<file path="src/rtl/dmem_bus_if_pkg.sv">
// Shared types and constants for the data-side Wishbone bridge.
package dmem_bus_if_pkg;

  typedef enum logic [1:0] {
    DBUS_IDLE       = 2'b00,
    DBUS_BUSY       = 2'b01,
    DBUS_WAIT_STALL = 2'b10
  } dbus_state_e;

  localparam logic        RST_ENABLE   = 1'b0;
  localparam logic        CHIP_ENABLE  = 1'b1;
  localparam logic        WRITE_ENABLE = 1'b1;
  localparam logic [31:0] ZERO_WORD    = 32'h0000_0000;

  function automatic logic [31:0] word_align(input logic [31:0] addr);
    return {addr[31:2], 2'b00};
  endfunction

endpackage

</file>
<file path="src/rtl/dmem_bus_if.sv">
// MEM-stage to Wishbone-classic bridge: read data returned in the ack cycle, stallreq_o held
// until ack/abort; returned data is parked while stall_i[STALL_IDX] freezes the MEM stage.
module dmem_bus_if
  import dmem_bus_if_pkg::*;
#(
  parameter int STALL_IDX   = 4,
  parameter int TIMEOUT_CYC = 255,
  parameter int CNT_W       = 8
) (
  input  logic        clk,
  input  logic        rst,
  input  logic [5:0]  stall_i,
  input  logic        flush_i,
  input  logic        cpu_ce_i,
  input  logic        cpu_we_i,
  input  logic [31:0] cpu_addr_i,
  input  logic [3:0]  cpu_sel_i,
  input  logic [31:0] cpu_data_i,
  output logic [31:0] cpu_data_o,
  output logic        stallreq_o,
  output logic        bus_err_o,
  output logic [31:0] wb_adr_o,
  output logic [31:0] wb_dat_o,
  output logic        wb_we_o,
  output logic [3:0]  wb_sel_o,
  output logic        wb_stb_o,
  output logic        wb_cyc_o,
  input  logic [31:0] wb_dat_i,
  input  logic        wb_ack_i
);

  dbus_state_e state_q, state_d;

  logic [31:0]      adr_q, adr_d;
  logic [31:0]      dat_q, dat_d;
  logic             we_q, we_d;
  logic [3:0]       sel_q, sel_d;
  logic             stb_q, stb_d;
  logic             cyc_q, cyc_d;
  logic [31:0]      rd_buf_q, rd_buf_d;
  logic [CNT_W-1:0] cnt_q, cnt_d;
  logic             bus_err_q, bus_err_d;

  logic req_start;
  logic mem_frozen;
  logic timeout_hit;
  logic unused_inputs;

  assign req_start   = (cpu_ce_i == CHIP_ENABLE) && !flush_i;
  assign mem_frozen  = stall_i[STALL_IDX];
  assign timeout_hit = (cnt_q == CNT_W'(TIMEOUT_CYC - 1));

  // Only one stall bit matters here and the bus is word addressed.
  assign unused_inputs = ^{stall_i, cpu_addr_i[1:0]};

  always_ff @(posedge clk) begin
    if (rst == RST_ENABLE) begin
      state_q   <= DBUS_IDLE;
      adr_q     <= ZERO_WORD;
      dat_q     <= ZERO_WORD;
      we_q      <= 1'b0;
      sel_q     <= 4'b0000;
      stb_q     <= 1'b0;
      cyc_q     <= 1'b0;
      rd_buf_q  <= ZERO_WORD;
      cnt_q     <= '0;
      bus_err_q <= 1'b0;
    end else begin
      state_q   <= state_d;
      adr_q     <= adr_d;
      dat_q     <= dat_d;
      we_q      <= we_d;
      sel_q     <= sel_d;
      stb_q     <= stb_d;
      cyc_q     <= cyc_d;
      rd_buf_q  <= rd_buf_d;
      cnt_q     <= cnt_d;
      bus_err_q <= bus_err_d;
    end
  end

  always_comb begin
    state_d   = state_q;
    adr_d     = adr_q;
    dat_d     = dat_q;
    we_d      = we_q;
    sel_d     = sel_q;
    stb_d     = stb_q;
    cyc_d     = cyc_q;
    rd_buf_d  = rd_buf_q;
    cnt_d     = cnt_q;
    bus_err_d = 1'b0;
    case (state_q)
      DBUS_IDLE: begin
        if (req_start) begin
          adr_d   = word_align(cpu_addr_i);
          dat_d   = cpu_data_i;
          we_d    = (cpu_we_i == WRITE_ENABLE);
          sel_d   = cpu_sel_i;
          stb_d   = 1'b1;
          cyc_d   = 1'b1;
          cnt_d   = '0;
          state_d = DBUS_BUSY;
        end
      end
      DBUS_BUSY: begin
        // Flush beats ack beats timeout.
        if (flush_i) begin
          stb_d    = 1'b0;
          cyc_d    = 1'b0;
          rd_buf_d = ZERO_WORD;
          state_d  = DBUS_IDLE;
        end else if (wb_ack_i) begin
          stb_d    = 1'b0;
          cyc_d    = 1'b0;
          rd_buf_d = wb_dat_i;
          state_d  = mem_frozen ? DBUS_WAIT_STALL : DBUS_IDLE;
        end else if (timeout_hit) begin
          stb_d     = 1'b0;
          cyc_d     = 1'b0;
          rd_buf_d  = ZERO_WORD;
          bus_err_d = 1'b1;
          state_d   = mem_frozen ? DBUS_WAIT_STALL : DBUS_IDLE;
        end else begin
          cnt_d = cnt_q + CNT_W'(1);
        end
      end
      DBUS_WAIT_STALL: begin
        if (flush_i) begin
          rd_buf_d = ZERO_WORD;
          state_d  = DBUS_IDLE;
        end else if (!mem_frozen) begin
          state_d = DBUS_IDLE;
        end
      end
      default: begin
        stb_d   = 1'b0;
        cyc_d   = 1'b0;
        state_d = DBUS_IDLE;
      end
    endcase
  end

  // The ack cycle releases the pipeline directly with bus data, saving a cycle of stall.
  always_comb begin
    stallreq_o = 1'b0;
    cpu_data_o = ZERO_WORD;
    if (rst != RST_ENABLE) begin
      case (state_q)
        DBUS_IDLE: stallreq_o = req_start;
        DBUS_BUSY: begin
          if (!flush_i) begin
            if (wb_ack_i) begin
              cpu_data_o = wb_dat_i;
            end else if (!timeout_hit) begin
              stallreq_o = 1'b1;
            end
          end
        end
        DBUS_WAIT_STALL: cpu_data_o = rd_buf_q;
        default: begin
          stallreq_o = 1'b0;
          cpu_data_o = ZERO_WORD;
        end
      endcase
    end
  end

  assign wb_adr_o  = adr_q;
  assign wb_dat_o  = dat_q;
  assign wb_we_o   = we_q;
  assign wb_sel_o  = sel_q;
  assign wb_stb_o  = stb_q;
  assign wb_cyc_o  = cyc_q;
  assign bus_err_o = bus_err_q;

endmodule

</file>
<file path="config.mk">
export PLATFORM = sky130hd
export DESIGN_NAME = dmem_bus_if
export DESIGN_NICKNAME = d
export VERILOG_FILES = /design/src/rtl/dmem_bus_if_pkg.sv /design/src/rtl/dmem_bus_if.sv
export SDC_FILE = /design/constraint.sdc
export NUM_CORES = 1
export LEC_CHECK = 0
export BUFFER_PORTS_ARGS = -buffer_cell sky130_fd_sc_hd__buf_2
export CAP_MARGIN = 10
export CORE_UTILIZATION = 52
export CTS_BUF_LIST = sky130_fd_sc_hd__clkbuf_2
export CTS_CLUSTER_SIZE = 12
export DETAILED_ROUTE_END_ITERATION = 8
export MAX_ROUTING_LAYER = met4
export PLACE_DENSITY_LB_ADDON = 0.15
export SYNTH_ARGS = -nofsm -noshare
export SYNTH_HDL_FRONTEND = slang
export SYNTH_SLANG_ARGS = --single-unit
</file>
<file path="constraint.sdc">
create_clock -name clk -period 4.1 [get_ports clk]
set_input_delay 0.82 -clock clk [delete_from_list [all_inputs] [get_ports clk]]
set_output_delay 0.82 -clock clk [all_outputs]
set_load 0.1 [all_outputs]
</file>
* After elaboration in Yosys (flattened, before gate mapping)
Cells that the tools add are included.
** Cells by class
- Bitwise gates (word level) :: 3
- Equal/unequal tests :: 10
- Add/sub/neg operators :: 1
- Muxes and demuxes :: 33
- Reductions and logical operators :: 11
** Operators by type and width (number)
- 32-bit two-way mux :: 7
- 32-bit case mux with 2 select lines :: 2
- 8-bit two-way mux :: 4
- 8-bit case mux with 2 select lines :: 1
- 2-bit two-way mux :: 7
- 2-bit != test (second input constant) :: 5
- 1-bit two-way mux :: 9
- 3-bit AND reduction :: 3
- 8-bit by 1-bit adder with 8-bit output (second input constant) :: 1
- 8-bit == test (second input constant) :: 1
- 2-bit case mux with 3 select lines :: 1
- 5-bit AND reduction :: 1
- 4-bit != test (second input constant) :: 1
- 2-bit nonzero test :: 2
- 4-bit OR reduction :: 1
- 3-bit != test (second input constant) :: 1
- 1-bit inverter :: 3
- 1-bit case mux with 3 select lines :: 1
- 2-bit by 1-bit == test with 1-bit output (second input constant) :: 1
- 2-bit == test (second input constant) :: 1
- 2-bit zero test :: 1
- 1-bit case mux with 2 select lines :: 1
- 2-bit AND reduction :: 1
- 1-bit logical AND :: 1
- 1-bit zero test :: 1
** Word-level totals
- Bits of input ports :: 112
- Register bits :: 111
- Output and inout port bits :: 105
- Logic and storage cells :: 67

* Longest topological paths before layout
- Depth after elaboration :: 6
- Depth in mapped cells :: 9
- Depth with buffers taken out :: 6

* Least setup slack after synthesis
OpenSTA, ideal clock, no wires.
- Path kind :: in2out
- Start point :: input flush_i
- End point :: output stallreq_o
- Path buffers :: 3
- Stages :: 6
- Arrival :: 3159 ps
- Path slack :: 121 ps
- Required time :: 3280 ps
- Path through :: buf_6 > nand2b_4 > or2_2 > buf_2 > clkbuf_1 > a21oi_1
** On the way
- Word-level cells in the longest chain between the ends :: 4
- Elaborated cells between the ends (all ways) :: 5
- Classes of those cells :: mux (3); reduce/logical (2)
** RTL lines
- from (decl) :: RTL line dmem_bus_if.sv:13 : input logic flush_i,
- 1-bit zero test
- 1-bit logical AND :: RTL line dmem_bus_if.sv:49 : assign req_start = (cpu_ce_i == CHIP_ENABLE) && !flush_i;
- 1-bit case mux with 2 select lines * :: RTL line dmem_bus_if.sv:149 : case (state_q)
- 1-bit two-way mux * :: RTL line dmem_bus_if.sv:148 : if (rst != RST_ENABLE) begin
- to (decl) :: RTL line dmem_bus_if.sv:20 : output logic stallreq_o,
Every way passes the cells marked *; elsewhere a longest branch is shown, timed or not.

* Worst setup path in the final report
- Start point :: register state_q[1]
- End point :: output stallreq_o
** On the way
- Word-level cells in the longest chain between the ends :: 3
- Elaborated cells between the ends (all ways) :: 4
- Classes of those cells :: eq/ne (1); mux (2); reduce/logical (1)
** RTL lines
- from (decl) :: RTL line dmem_bus_if.sv:32 : dbus_state_e state_q, state_d;
- from (signal assigned) :: RTL line dmem_bus_if.sv:69 : state_q <= state_d;
- 2-bit by 1-bit == test with 1-bit output / 2-bit zero test (equally long branches) :: RTL line dmem_bus_if.sv:149
- 1-bit case mux with 2 select lines * :: RTL line dmem_bus_if.sv:149
- 1-bit two-way mux * :: RTL line dmem_bus_if.sv:148
Marked as above.

==> key figures <==
Logic synthesis
  • Area share of the leading cell type in the synthesized netlist: a little under half
  • Cell variety after synth: 39
  • Cell type contributing the most total cell area after synthesis: sky130_fd_sc_hd__dfxtp_1
  • Average size of a mapped cell: 7.93 um2
  • Fraction of the yosys area taken by sequential cells: 46.4%
  • Number of flops mapped to enable cells by yosys: 0
  • Asr flop ratio synth: 0%
  • Top flip-flop cell by instance count after synthesis: sky130_fd_sc_hd__dfxtp_1
  • Area contributors post-synth: sky130_fd_sc_hd__dfxtp_1, sky130_fd_sc_hd__nand2_1, sky130_fd_sc_hd__a21oi_1
  • Number of instances in the synthesized netlist: between 600 and 700
  • Combined area of all synthesized cells: 4790 um2
  • Synthesis warning total: 0
  • Number of flip-flops and latches in the synthesized netlist: 111

Route
  • Met2 WL post-DR: 6.14 mm
  • Post-detailed-routing wire length: 12.6 mm
  • Starting DRC count in detailed routing: 248
  • Routed met3 length: around 980 um
  • Detail Route Antenna Nets: 0
  • Residual DRC count: 18
  • Post-detailed-route wirelength per cell: between 10 and 15 um
  • Number of search-and-repair iterations in the first detailed-routing pass: 7
  • Routed vias: 4859
  • Top layer used by detailed routing: met4
  • Mean number of vias per cell: around 5.5
  • Metal-1 WL: 5.20 mm

GRT
  • Maximum number of pins on one net before global-route repair: 102
  • Wire length of the first global-routing pass: approximately 21 mm
  • Number of global-route vias before repair: 4340
  • Antenna violations before repair: 0
  • All-Layer GR Usage: between 20% and 30%
  • Overflow after GRT: 0

Layout
  • Filler instances: 781
  • Area occupied by multi-input gates: 2260 um2
  • Layout net count: a little under 900
  • Register cell area after layout: 2220 um2
  • Layout cell share with drive strength beyond 1: 31.0%
  • Area growth, synth to finish: 21.8%
  • Antenna fix cells: 0

Run
  • Max-cap check violation count: 0

Clock network
  • Hold Buf Count CTS: 0
  • Maximum level of the CTS H-tree: 3
  • Maximum root-to-sink buffer count: 2
  • CTS root buf: sky130_fd_sc_hd__clkbuf_2
  • CTS tree: yes
  • TritonCTS sink count: 111
  • Buffers inserted during post-CTS setup optimization: 0
  • Number of buffers inserted during clock tree synthesis: 9
  • Quantity of gates resized following cts: 0
  • Clock-pin slew of the registers on the worst-case setup and hold paths: 300 ps
  • Insertion delay to the later sink of the worst-skew pair: ~560 ps

STA
  • Period Utilization, post-route: 79.6%
  • Number of hold violations in the final report: 0
  • Remaining max-slew budget at the tightest pin: 29.6%
  • RSZ-0062 raised after global routing: false
  • Hold slack: between 400 and 500 ps
  • Fmax achieved: 306 MHz
  • Final setup vio count: 0
  • Number of slew-limit violations in the final report: 0
  • Transition time at the pin with the least slew margin: 1060 ps
  • Final-layout setup total negative slack: 0 ps
  • Fin Clk Skew: 31.4 ps
  • Crit path time final: 3260 ps

Critical path
  • Startpoint type of the worst setup path: flop
  • Register-to-register setup slack: 1520 ps
  • Critical Path End Type: output pin
  • Category of the most critical setup path: flop to output pin
  • CP Max Fanout: 6
  • Required time reported for the critical path endpoint: 3280 ps
  • Arrival @ worst endpoint: roughly 2400 ps

Die
  • Width of the die: 98.0 um
  • Top Ports: 217
  • Area inside the core boundary: 8810 um2
  • Die H: between 90 and 100 um
  • Site Rows: 34
  • Overall die area: 9600 um2
  • Effective utilization at floorplan: 54.4%

Outcome
  • Violated checks: DRC
  • Outcome: complete, but fails checks

Place
  • Count of buffers inserted at the top-level ports: 207
  • RePlAce Congestion: 0.883
  • Hpwl dp: 8.57 mm

Pwr
  • Leakage component of the power: 2.47 nW
  • IR drop worst, VDD: 0.166 mV
  • Power per standard cell area: 435 nW/um2

Hold path
  • Worst hold path class: input port to flop
==> cell type report <==
class / count / share of cell area [%]
sequential: 111 / 38.1
clock inverter: 7 / 0.815
clock buffer: 9 / 0.772
multi-input combinational: 431 / 38.7
tap: 108 / 2.32
timing repair buffer: 216 / 18.9
inverter: 6 / 0.386
==> registers in the layout (all words and copies together), names as in the netlist <==
| signal | count |
|---|---|
| rd_buf_q | 32 |
| wb_dat_o | 32 |
| wb_adr_o | 30 |
| cnt_q | 8 |
| wb_sel_o | 4 |
| state_q | 2 |
| bus_err_o | 1 |
| wb_cyc_o | 1 |
| wb_we_o | 1 |
==> synthesized netlist by cell type (5+ instances only) <==
master                     count
sky130_fd_sc_hd__a21oi_1     104
sky130_fd_sc_hd__nand2_1     174
sky130_fd_sc_hd__a31oi_1       8
sky130_fd_sc_hd__inv_1         6
sky130_fd_sc_hd__clkbuf_1     33
sky130_fd_sc_hd__nor2_1       36
sky130_fd_sc_hd__a311oi_1     32
sky130_fd_sc_hd__ha_1          6
sky130_fd_sc_hd__buf_6         8
sky130_fd_sc_hd__buf_2        12
sky130_fd_sc_hd__a22oi_1      32
sky130_fd_sc_hd__or2_2         5
sky130_fd_sc_hd__dfxtp_1     111
==> power breakdown <==
part           leakage (nW)  switching (mW)  internal (mW)
combinational          1.51           0.738          0.179
clock                0.0617           0.350         0.0831
sequential            0.902          0.0350           1.15
total                  2.47            1.12           1.42
==> stage by stage <==
step | area [um2] | util [%] | setup WS, ps | power (mW) | cells
floorplan | 4800 | - | 121 | 1.96 | 605
global placement | 5740 | 65.2 | 1160 | 2.11 | 872
detailed placement | 5740 | 65.2 | 1160 | 2.13 | 872
CTS | 5840 | 66.3 | 775 | 2.56 | 888
global route | 5840 | 66.3 | 562 | 2.67 | 888
finish | 5840 | 66.3 | 837 | 2.54 | 888
==> placed cells by master, fill, tap and decap left out, drive strengths merged <==
cell     Yosys  layout
a2111oi      1       1
a21oi      105     105
a22oi       32      32
a311oi      32      32
a31oi        8       8
and2         1       1
and2b        1       1
and3         3       3
and3b        1       1
buf         24     216
clkbuf      33       9
clkinv       0       5
conb         1       2
dfxtp      111     111
ha           6       6
inv          6       8
mux2i        2       2
nand2      174     174
nand2b       1       1
nand3        2       2
nand3b       1       1
nand4        2       2
nand4b       1       1
nor2        36      36
nor2b        1       1
nor3         1       1
nor3b        1       1
nor4         1       1
o211ai       1       1
o21a         3       3
o21ai        3       3
o221ai       1       1
o2bb2ai      1       1
or2          6       6
or4          1       1
==> logic make-up after synthesis <==
logic type,count (synthesis),share of synthesized area [%]
flops,111,46.4
mux,2,0.418
other cells,1,0.0783
buf+inv,63,6.74
compound gates,187,25.0
simple gates,234,19.9
fa+ha+maj,6,1.57
==> path summary, 6_finish.rpt <==
| check | cells past startpoint | to | from |
|---|---|---|---|
| worst max-delay path | 6 | stallreq_o | state_q[1]$_SDFFE_PN0P_ |
| worst min-delay path | 3 | wb_dat_o[15]$_SDFFE_PN0N_ | cpu_data_i[15] |
| worst max register to register | 8 | rd_buf_q[12]$_SDFFE_PN0P_ | state_q[1]$_SDFFE_PN0P_ |
| worst min register to register | 2 | wb_adr_o[6]$_SDFFE_PN0N_ | wb_adr_o[6]$_SDFFE_PN0N_ |
==> routing by layer <==
metal	up-vias	GRT usage, %
met5	-	-
li1	2423	-
met1	2238	34.0
met4	0	10.1
met3	22	4.72
met2	176	43.1
==> critical path: stages (launching register included) <==
cell	delay, ps
sky130_fd_sc_hd__dfxtp_1	380
sky130_fd_sc_hd__inv_1	110
sky130_fd_sc_hd__ha_1	300
sky130_fd_sc_hd__nor3b_1	190
sky130_fd_sc_hd__o21ai_0	270
sky130_fd_sc_hd__a21oi_1	210
sky130_fd_sc_hd__buf_2	440
(Power assumes the default switching activity.)
